$ cat config.mk
export PLATFORM = sky130hd
export DESIGN_NAME = data_mem_sequencer_flat
export DESIGN_NICKNAME = d
export VERILOG_FILES = /design/src/rtl/data_mem_sequencer_pkg.sv /design/src/rtl/data_mem_sequencer_if.sv /design/src/rtl/data_mem_sequencer_lane_align.sv /design/src/rtl/data_mem_sequencer.sv /design/src/flat_wrapper.sv
export SDC_FILE = /design/constraint.sdc
export NUM_CORES = 1
export LEC_CHECK = 0
export CAP_MARGIN = 20
export CORE_UTILIZATION = 50
export CTS_CLUSTER_SIZE = 40
export DETAILED_ROUTE_END_ITERATION = 10
export PLACE_DENSITY = 0.85
export SKIP_CTS_REPAIR_TIMING = 1
export SLEW_MARGIN = 20
export SYNTH_ARGS = -nofsm -noshare
export SYNTH_HDL_FRONTEND = slang
export SYNTH_SLANG_ARGS = --single-unit
$ cat constraint.sdc
create_clock -name i_Clk -period 4.5 [get_ports i_Clk]
set_input_delay 0.9 -clock i_Clk [delete_from_list [all_inputs] [get_ports i_Clk]]
set_output_delay 0.9 -clock i_Clk [all_outputs]
set_load 0.05 [all_outputs]
$ cat src/rtl/data_mem_sequencer_pkg.sv
// Shared types for the memory-stage sequencer: size codes, FSM states, latched access.
// No logic; functions here are purely combinational. No flow control.
// Big-endian lanes throughout: offset 0 is the most significant byte.
package data_mem_sequencer_pkg;

    localparam logic [1:0] SZ_BYTE    = 2'b00;
    localparam logic [1:0] SZ_HALF    = 2'b01;
    localparam logic [1:0] SZ_WORD    = 2'b10;
    localparam logic [1:0] SZ_ILLEGAL = 2'b11;

    typedef enum logic [2:0] {
        ST_IDLE,
        ST_READ,
        ST_WRITE,
        ST_RMW_RD,
        ST_RMW_WR,
        ST_DONE
    } state_t;

    // Only the store lane is kept; the full store word goes straight to the write register.
    typedef struct packed {
        logic [1:0]  size;
        logic        sgn;
        logic [1:0]  off;
        logic [15:0] wlane;
    } acc_t;

    function automatic logic access_fault(input logic re, input logic we,
                                          input logic [1:0] size, input logic [1:0] off);
        return (re && we) || (size == SZ_ILLEGAL) ||
               (size == SZ_HALF && off[0]) || (size == SZ_WORD && off != 2'b00);
    endfunction

endpackage

$ cat src/rtl/data_mem_sequencer_if.sv
// Core-side request/result and memory-side req/ack signals of the sequencer.
// No latency of its own. The memory stalls the sequencer by withholding i_Mem_Ack.
// master = sequencer view, slave = pipeline/memory environment view.
interface data_mem_sequencer_if;

    logic        i_Re;
    logic        i_We;
    logic [1:0]  i_Size;
    logic        i_Signed;
    logic [31:0] i_Addr;
    logic [31:0] i_Wdata;
    logic        o_Stall;
    logic [31:0] o_Rdata;
    logic        o_Rvalid;
    logic        o_Fault;
    logic        o_Mem_Req;
    logic        o_Mem_We;
    logic [31:0] o_Mem_Addr;
    logic [31:0] o_Mem_Wdata;
    logic        i_Mem_Ack;
    logic [31:0] i_Mem_Rdata;

    modport master (
        input  i_Re, i_We, i_Size, i_Signed, i_Addr, i_Wdata, i_Mem_Ack, i_Mem_Rdata,
        output o_Stall, o_Rdata, o_Rvalid, o_Fault, o_Mem_Req, o_Mem_We, o_Mem_Addr, o_Mem_Wdata
    );

    modport slave (
        output i_Re, i_We, i_Size, i_Signed, i_Addr, i_Wdata, i_Mem_Ack, i_Mem_Rdata,
        input  o_Stall, o_Rdata, o_Rvalid, o_Fault, o_Mem_Req, o_Mem_We, o_Mem_Addr, o_Mem_Wdata
    );

endinterface

$ cat src/rtl/data_mem_sequencer_lane_align.sv
// Big-endian lane extraction/extension for loads and lane merge for sub-word stores.
// Purely combinational, zero latency.
// No flow control; outputs follow inputs.
module data_mem_sequencer_lane_align
    import data_mem_sequencer_pkg::*;
(
    input  logic [1:0]  size,
    input  logic        sgn,
    input  logic [1:0]  off,
    input  logic [31:0] rd_word,
    input  logic [15:0] wr_lane,
    output logic [31:0] ld_data,
    output logic [31:0] st_word
);

    logic [7:0]  byte_lane;
    logic [15:0] half_lane;

    always_comb begin
        byte_lane = rd_word[31:24];
        case (off)
            2'd0:    byte_lane = rd_word[31:24];
            2'd1:    byte_lane = rd_word[23:16];
            2'd2:    byte_lane = rd_word[15:8];
            default: byte_lane = rd_word[7:0];
        endcase
        half_lane = off[1] ? rd_word[15:0] : rd_word[31:16];

        ld_data = rd_word;
        st_word = rd_word;
        case (size)
            SZ_BYTE: begin
                ld_data = {{24{sgn & byte_lane[7]}}, byte_lane};
                case (off)
                    2'd0:    st_word[31:24] = wr_lane[7:0];
                    2'd1:    st_word[23:16] = wr_lane[7:0];
                    2'd2:    st_word[15:8]  = wr_lane[7:0];
                    default: st_word[7:0]   = wr_lane[7:0];
                endcase
            end
            SZ_HALF: begin
                ld_data = {{16{sgn & half_lane[15]}}, half_lane};
                if (off[1]) st_word[15:0]  = wr_lane;
                else        st_word[31:16] = wr_lane;
            end
            default: ;
        endcase
    end

endmodule

$ cat src/rtl/data_mem_sequencer.sv
// Memory-stage sequencer: one load/store per instruction, sb/sh done as read-modify-write.
// Zero-wait memory: loads/sw finish in 3 cycles, sb/sh in 4, faults in 2; each ack wait adds one.
// Stalls the pipeline until DONE; memory backpressure is i_Mem_Ack, one request outstanding.
module data_mem_sequencer
    import data_mem_sequencer_pkg::*;
(
    input  logic                 i_Clk,
    input  logic                 i_Reset_n,
    data_mem_sequencer_if.master bus
);

    state_t      state_q, state_d;
    acc_t        acc_q;
    logic        stall;
    logic        req_present;
    logic        fault_in;
    logic        accept;
    logic        mem_req_q, mem_we_q;
    logic [31:0] mem_addr_q, mem_wdata_q;
    logic [31:0] rdata_q;
    logic        rvalid_q, fault_q;
    logic [31:0] ld_data, st_word;

    assign req_present = bus.i_Re | bus.i_We;
    assign fault_in    = access_fault(bus.i_Re, bus.i_We, bus.i_Size, bus.i_Addr[1:0]);
    assign accept      = (state_q == ST_IDLE) && req_present;

    always_comb begin
        state_d = state_q;
        stall   = 1'b0;
        case (state_q)
            ST_IDLE: begin
                if (req_present) begin
                    stall = 1'b1;
                    if (fault_in)               state_d = ST_DONE;
                    else if (bus.i_Re)          state_d = ST_READ;
                    else if (bus.i_Size == SZ_WORD) state_d = ST_WRITE;
                    else                        state_d = ST_RMW_RD;
                end
            end
            ST_READ, ST_WRITE: begin
                stall = 1'b1;
                if (bus.i_Mem_Ack) state_d = ST_DONE;
            end
            ST_RMW_RD: begin
                stall = 1'b1;
                if (bus.i_Mem_Ack) state_d = ST_RMW_WR;
            end
            ST_RMW_WR: begin
                stall = 1'b1;
                if (bus.i_Mem_Ack) state_d = ST_DONE;
            end
            ST_DONE: state_d = ST_IDLE;
            default: state_d = ST_IDLE;
        endcase
    end

    data_mem_sequencer_lane_align u_lane_align (
        .size    (acc_q.size),
        .sgn     (acc_q.sgn),
        .off     (acc_q.off),
        .rd_word (bus.i_Mem_Rdata),
        .wr_lane (acc_q.wlane),
        .ld_data (ld_data),
        .st_word (st_word)
    );

    // Memory controls are decoded from the next state so they are registered
    // and only change on the ack edge (or on entry from IDLE).
    always_ff @(posedge i_Clk or negedge i_Reset_n) begin
        if (!i_Reset_n) begin
            state_q     <= ST_IDLE;
            acc_q       <= '0;
            mem_req_q   <= 1'b0;
            mem_we_q    <= 1'b0;
            mem_addr_q  <= '0;
            mem_wdata_q <= '0;
            rdata_q     <= '0;
            rvalid_q    <= 1'b0;
            fault_q     <= 1'b0;
        end else begin
            state_q   <= state_d;
            mem_req_q <= state_d inside {ST_READ, ST_WRITE, ST_RMW_RD, ST_RMW_WR};
            mem_we_q  <= state_d inside {ST_WRITE, ST_RMW_WR};
            rvalid_q  <= (state_q == ST_READ) && bus.i_Mem_Ack;
            fault_q   <= accept && fault_in;
            if (accept) begin
                acc_q.size  <= bus.i_Size;
                acc_q.sgn   <= bus.i_Signed;
                acc_q.off   <= bus.i_Addr[1:0];
                acc_q.wlane <= bus.i_Wdata[15:0];
                if (fault_in) begin
                    rdata_q <= '0;
                end else begin
                    mem_addr_q <= {bus.i_Addr[31:2], 2'b00};
                    if (bus.i_We) mem_wdata_q <= bus.i_Wdata;
                end
            end
            if ((state_q == ST_READ) && bus.i_Mem_Ack)   rdata_q     <= ld_data;
            if ((state_q == ST_RMW_RD) && bus.i_Mem_Ack) mem_wdata_q <= st_word;
        end
    end

    assign bus.o_Stall     = stall;
    assign bus.o_Rdata     = rdata_q;
    assign bus.o_Rvalid    = rvalid_q;
    assign bus.o_Fault     = fault_q;
    assign bus.o_Mem_Req   = mem_req_q;
    assign bus.o_Mem_We    = mem_we_q;
    assign bus.o_Mem_Addr  = mem_addr_q;
    assign bus.o_Mem_Wdata = mem_wdata_q;

endmodule
$ cat src/flat_wrapper.sv
// flat-port wrapper written by rule: the top's interface ports become plain ports
module data_mem_sequencer_flat import data_mem_sequencer_pkg::*;
  (i_Clk, i_Reset_n, bus_i_Re, bus_i_We, bus_i_Size, bus_i_Signed, bus_i_Addr, bus_i_Wdata, bus_i_Mem_Ack, bus_i_Mem_Rdata, bus_o_Stall, bus_o_Rdata, bus_o_Rvalid, bus_o_Fault, bus_o_Mem_Req, bus_o_Mem_We, bus_o_Mem_Addr, bus_o_Mem_Wdata);
  data_mem_sequencer_if bus_i ();
  input  logic i_Clk;
  input  logic i_Reset_n;
  input wire logic [$bits(bus_i.i_Re)-1:0] bus_i_Re;
  input wire logic [$bits(bus_i.i_We)-1:0] bus_i_We;
  input wire logic [$bits(bus_i.i_Size)-1:0] bus_i_Size;
  input wire logic [$bits(bus_i.i_Signed)-1:0] bus_i_Signed;
  input wire logic [$bits(bus_i.i_Addr)-1:0] bus_i_Addr;
  input wire logic [$bits(bus_i.i_Wdata)-1:0] bus_i_Wdata;
  input wire logic [$bits(bus_i.i_Mem_Ack)-1:0] bus_i_Mem_Ack;
  input wire logic [$bits(bus_i.i_Mem_Rdata)-1:0] bus_i_Mem_Rdata;
  output wire logic [$bits(bus_i.o_Stall)-1:0] bus_o_Stall;
  output wire logic [$bits(bus_i.o_Rdata)-1:0] bus_o_Rdata;
  output wire logic [$bits(bus_i.o_Rvalid)-1:0] bus_o_Rvalid;
  output wire logic [$bits(bus_i.o_Fault)-1:0] bus_o_Fault;
  output wire logic [$bits(bus_i.o_Mem_Req)-1:0] bus_o_Mem_Req;
  output wire logic [$bits(bus_i.o_Mem_We)-1:0] bus_o_Mem_We;
  output wire logic [$bits(bus_i.o_Mem_Addr)-1:0] bus_o_Mem_Addr;
  output wire logic [$bits(bus_i.o_Mem_Wdata)-1:0] bus_o_Mem_Wdata;
  assign bus_i.i_Re = bus_i_Re;
  assign bus_i.i_We = bus_i_We;
  assign bus_i.i_Size = bus_i_Size;
  assign bus_i.i_Signed = bus_i_Signed;
  assign bus_i.i_Addr = bus_i_Addr;
  assign bus_i.i_Wdata = bus_i_Wdata;
  assign bus_i.i_Mem_Ack = bus_i_Mem_Ack;
  assign bus_i.i_Mem_Rdata = bus_i_Mem_Rdata;
  assign bus_o_Stall = bus_i.o_Stall;
  assign bus_o_Rdata = bus_i.o_Rdata;
  assign bus_o_Rvalid = bus_i.o_Rvalid;
  assign bus_o_Fault = bus_i.o_Fault;
  assign bus_o_Mem_Req = bus_i.o_Mem_Req;
  assign bus_o_Mem_We = bus_i.o_Mem_We;
  assign bus_o_Mem_Addr = bus_i.o_Mem_Addr;
  assign bus_o_Mem_Wdata = bus_i.o_Mem_Wdata;
  data_mem_sequencer u_core (.i_Clk(i_Clk), .i_Reset_n(i_Reset_n), .bus(bus_i));
endmodule
==> impl_metrics.ini <==
[global_route]
grt_use_total_pct = 30.1
grt_pass1_vias = 5705
antenna_found_initial = 0
grt_pass1_wl_mm = 30.2
grt_max_degree = 61
grt.overflow.total = 0

[route]
wirelength_mm = 19.7
wl_per_cell_um = 20.9
dr_total_vias = 5771
drt_iter0_markers = 462
dr.pass1.iters = 5
viasPerCell = 6.13
postRouteAntennaNets = 0
drc_errors = 0

[clock_tree]
cts.clk_slew.worst_paths_ns = 0.06
cts_tree = yes
clk_latency_ns = 0.41
clock_sinks = 122
numCtsBuffers = 17
cts_root_buffer = clkbuf_16
cts-htree-levels = 4
clock_path_buffers = 2

[placement]
dp_hpwl_mm = 14.1
place_inst = 911
port_buffers = 202
routabilityCongestion = 0.912
dp_slack_ns = 1.12

[synthesis]
ys.warnings.count = 0
syn_inst = 581
syn_area_per_cell_um2 = 11.1
synth-main-ff-cell = dfrtp_1
synth_edf_count = 0
yosysSeqAreaShare_pct = 47.4
synth_top_cell_area_share_pct = 47.4
ys_ff_latch = 122
synth_top_area_cell = dfrtp_1
synth_area_leaders = dfrtp_1 (47%), mux2i_1 (7.5%), mux2_2 (6.6%)
synth_cell_types = 58
syn_area_um2 = 6440
asyncSetResetFlopFracSynth_pct = 100

[layout]
antenna_cells = 0
layout_commonest_cell = clkdlybuf4s50_1
drive_gt1_share_pct = 12.7
fin_cells = 942
mostFrequentLayoutCells = clkdlybuf4s50_1 (201), dfrtp_1 (121), mux2i_1 (48), o21ai_0 (40), mux2_2 (38)
syn2layout_area_growth_pct = 40.1
final_nets = 862

[setup_path]
end_kind = output pin
cp_num_buf_inv = 2
path_common_cell = clkdlybuf4s50_1
critPathLaunchType = input port
arrival_ns = 2.49
path_delay_family = buffers and inverters
critPathMaxStageDelay_ns = 0.82
crit_path_top_delay_cell = clkdlybuf4s50_1
path_class = input port to output pin
crit_path_max_fanout = 5
worstPathRequired_ns = 3.60
crit_chain = clkdlybuf4s50_1 -> nor4_1 -> a21oi_1 -> clkdlybuf4s50_1

[timing]
period_share_pct = 75.3
clock.fmax_mhz = 295
finClkSkew_ns = 0.0137
rsz0062_at_grt = no
drv_slew = 0
worst_slew_pin_slew_ns = 1.10
finalCriticalPeriod_ns = 3.39
slew_headroom_pct = 26.4
setup_violations = 0
fin_tns_setup_ns = 0
hold_violations = 0
finalWorstSetupSlack_ns = 1.11

[floorplanning]
fp.dieH_um = 115
dieArea_um2 = 13300
ios = 205
die_w_um = 115
start_util_pct = 51.2
fp.coreArea_um2 = 12600
num_rows = 41

[power_and_ir_drop]
power_frac_seq_pct = 28.3
p_sw_mw = 3.41
cellLeakagePower_nw = 3.75
p_sw_share_pct = 46.8
peakVddDrop_v = 0.000436
combPwrFrac_pct = 54.0
p_per_area_nw_per_um2 = 808
internal-power_mw = 3.87
power_frac_clock_pct = 17.6

[job]
cap_violations = 0

[status]
status = completed

[worst_hold_path]
hold_class = register to register
[per-layer routing]
metal | GRT usage [%] | part of all wire (%) | up-vias
met5 | 0 | 0 | -
met4 | 15.7 | 3.2 | 0
met3 | 6.64 | 9.7 | 51
met2 | 48.1 | 47 | 357
met1 | 38.7 | 40 | 2827
li1 | - | - | 2536
[synthesized netlist by cell type, types with 10 or more instances]
cell and count:
clkbuf_1 21, a22o_1 22, nand2b_1 10, nor3b_1 18, mux2i_1 48, buf_2 18, nand2_1 12, o21ai_0 40
a21oi_1 22, mux2_2 38, dfrtp_1 122, mux2_1 11, a221o_1 24, nor2_1 38
[final cells by class]
cell class	instances	area, um^2
clock buffers	19	453
clock inverters	12	101
fillers	909	3550
inverters	5	18.8
multi-input cells	401	3090
flip-flops and latches	122	3050
well taps	172	215
repair buffers	211	2090
[final timing paths]
kind | end | from | cells past startpoint | slack [ns]
hold reg to reg | u_core.bus.o_Mem_Addr[15] | u_core.bus.o_Mem_Addr[15] | 1 | 0.49
setup reg to reg | u_core.bus.o_Rdata[17] | u_core.acc_q[17] | 5 | 1.69
min in group asynchronous | u_core.acc_q[1] | i_Reset_n | 1 | 0.56
setup / recovery | bus_o_Stall | bus_i_Re | 4 | 1.11
hold / removal | u_core.bus.o_Mem_Addr[15] | u_core.bus.o_Mem_Addr[15] | 1 | 0.49
max in group asynchronous | u_core.acc_q[20] | i_Reset_n | 2 | 3.00
[state kept, by name, summed over array words and instances, names as in the netlist]
signal and flops:
u_core.acc_q 21, u_core.bus.o_Fault 1, u_core.bus.o_Mem_Addr 30, u_core.bus.o_Mem_Req 1
u_core.bus.o_Mem_Wdata 32, u_core.bus.o_Mem_We 1, u_core.bus.o_Rdata 32, u_core.bus.o_Rvalid 1
u_core.state_q 3
[cell families (layout without fill, tap and decap cells)]
kind of cell,Yosys count,count (layout),share of synthesized area [%]
and+or+nand+nor,132,132,11.7
xor gates and xnor gates,1,1,0.136
DFF,122,122,47.4
muxes,98,98,16.4
other,1,2,0.0583
AOI/OAI and AO/OA,168,168,19.5
buffers and inverters,59,247,4.78
[power groups by stage]
| stage | sequential, mW | clock [mW] | combinational, mW |
|---|---|---|---|
| final | 2.06 | 1.29 | 3.94 |
| after global routing | 2.12 | 1.35 | 4.13 |
| after CTS | 2.05 | 1.30 | 3.93 |
| after detailed placement | 2.06 | 0 | 3.91 |
| after global placement | 2.02 | 0 | 3.83 |
| after floorplan | 3.19 | 0 | 1.51 |
[stage by stage]
step / cell area, um^2 / total power, mW / utilization, % / hold WS (ns)
global placement: 8460 / 5.86 / 67.3 / 0.465
global route: 9020 / 7.60 / 71.8 / 0.497
finish: 9020 / 7.29 / 71.8 / 0.487
detailed placement: 8460 / 5.97 / 67.3 / 0.476
CTS: 9020 / 7.28 / 71.8 / 0.488
floorplan: 6440 / 4.70 / - / 0.488
No activity file was read; power rests on OpenSTA's default activity.
==> RTL change: new RTL, config.mk and constraints unchanged <==
Make the reset (`i_Reset_n`) synchronous in one clocked block.
--- a/src/rtl/data_mem_sequencer.sv
+++ b/src/rtl/data_mem_sequencer.sv
@@ -69,3 +69,3 @@
     // and only change on the ack edge (or on entry from IDLE).
-    always_ff @(posedge i_Clk or negedge i_Reset_n) begin
+    always_ff @(posedge i_Clk) begin
         if (!i_Reset_n) begin
Behaviour: differs if i_Reset_n is asserted again (counterexample within 4 cycles, from zero or initial values and one cycle with i_Reset_n low); with i_Reset_n held inactive, the same outputs for 4 cycles.
==> RTL change against the unedited design <==
Count of clock-buffer cells in the layout is 5 higher; final area shrank 6.3%; register-to-register slack improved by 0.31 ns; synthesized area down 9.4%; first-iteration DRC count increased by 38%; wire length increased by 0.11%; worst setup slack better by 0.035 ns; final cell count grew 12%; global-route usage is 2.9 points higher; clock skew fell by 0.0054 ns; sequential cell count stayed put; highest routed layer unchanged.
Power is not compared: it rests on default switching activity, and its combinational part moved more than twofold at a synthesized area within 25%.
==> RTL change: results (changes against the unedited design) <==
outcome finished, final reports clean; share of layout cells above drive strength 1 8.11% (-4.6 points); post-synthesis compound-gate area fraction 25.3% (+5.8 points); Synth async-reset ratio 0% (-100 points); Placed Cells 1028 (+13%); 1st-iter DRT viols 637 (+38%); first-pass GRT wire length 30.2 mm (+0.25%); crit path DAT 2.45 ns (-0.04 ns); CTS clock-pin slew for the worst setup and hold paths roughly 0.050 ns; reg2reg start u_core.acc_q[17]; DR WL/cell 18.7 um (-11%); mux contribution to synthesized area 5.51% (-11 points); Global Route Usage Sum 33.1% (+2.9 points); Gate Count Post-Synth 730 (+26%); Placed Area 0.00788 mm^2 (-6.9%); Vias/cell 6.01 (-2.0%); drt first pass iters 6 (+1); synth cell count leaders 194 x nand2_1, 122 x dfxtp_1, 77 x a21oi_1; Routed WL 19.7 mm (+0.11%); Synth Area in XOR/XNOR 0% (-0.14 points); Most used DFF post-synth dfxtp_1; Crit Path Max Fanout 5 (unchanged); vias in the first global route 5888 (+3.2%); half-perimeter wire length after placement 14.0 mm (-0.87%); min-delay src u_core.bus.o_Rdata[3]; Worst Tran Pin Value 1.07 ns (-0.0287 ns); Max Clock Skew 0.00831 ns (-0.00537 ns); synth unique cells 53 (-8.6%); largest net degree at the start of global routing 63 (+3.3%)
[RTL change: layout make-up]
| class | instances | area, um^2 |
|---|---|---|
| repair buffers | 217 | 2130 |
| clock inverters | 3 | 65.1 |
| inverters | 5 | 18.8 |
| clock buffers | 24 | 492 |
| fillers | 841 | 2920 |
| well taps | 143 | 179 |
| multi-input cells | 541 | 3110 |
| flip-flops and latches | 122 | 2450 |
[RTL change: power groups by stage]
stage / Combinational, mW / Sequential (mW) / Clock, mW
2_1_floorplan: 0.472 / 1.43 / 0
3_3_place_gp: 0.933 / 1.29 / 0
3_5_place_dp: 0.949 / 1.29 / 0
4_1_cts: 0.958 / 1.27 / 1.32
5_1_grt: 1.03 / 1.29 / 1.36
6_report: 0.968 / 1.28 / 1.31
[RTL change: cells by family after synthesis]
| kind of cell | count (synthesis) |
|---|---|
| compound gates | 230 |
| buf+inv | 68 |
| mux | 28 |
| other cells | 1 |
| flops | 122 |
| simple gates | 281 |
[RTL change: per-layer routing]
layer / track usage [%] / vias up / routed length (um) / share of wire [%]
li1: - / 2960 / - / -
met1: 40.9 / 3024 / 7840 / 40
met2: 54.2 / 318 / 9490 / 48
met3: 10.1 / 34 / 2020 / 10
met4: 11.9 / 0 / 388 / 2.0
met5: 0 / - / 0 / 0
[RTL change: worst max-delay path: stages]
cell,delay (ns)
clkdlybuf4s50_1,0.54
nor4_1,0.07
a21oi_1,0.13
clkdlybuf4s50_1,0.81
[RTL change: final timing paths]
path	slack, ns	endpoint	cells after the start
setup / recovery	1.15	bus_o_Stall	4
hold / removal	0.45	u_core.bus.o_Rdata[3]	2
setup reg to reg	2.00	u_core.bus.o_Rdata[12]	5
hold reg to reg	0.45	u_core.bus.o_Rdata[3]	2
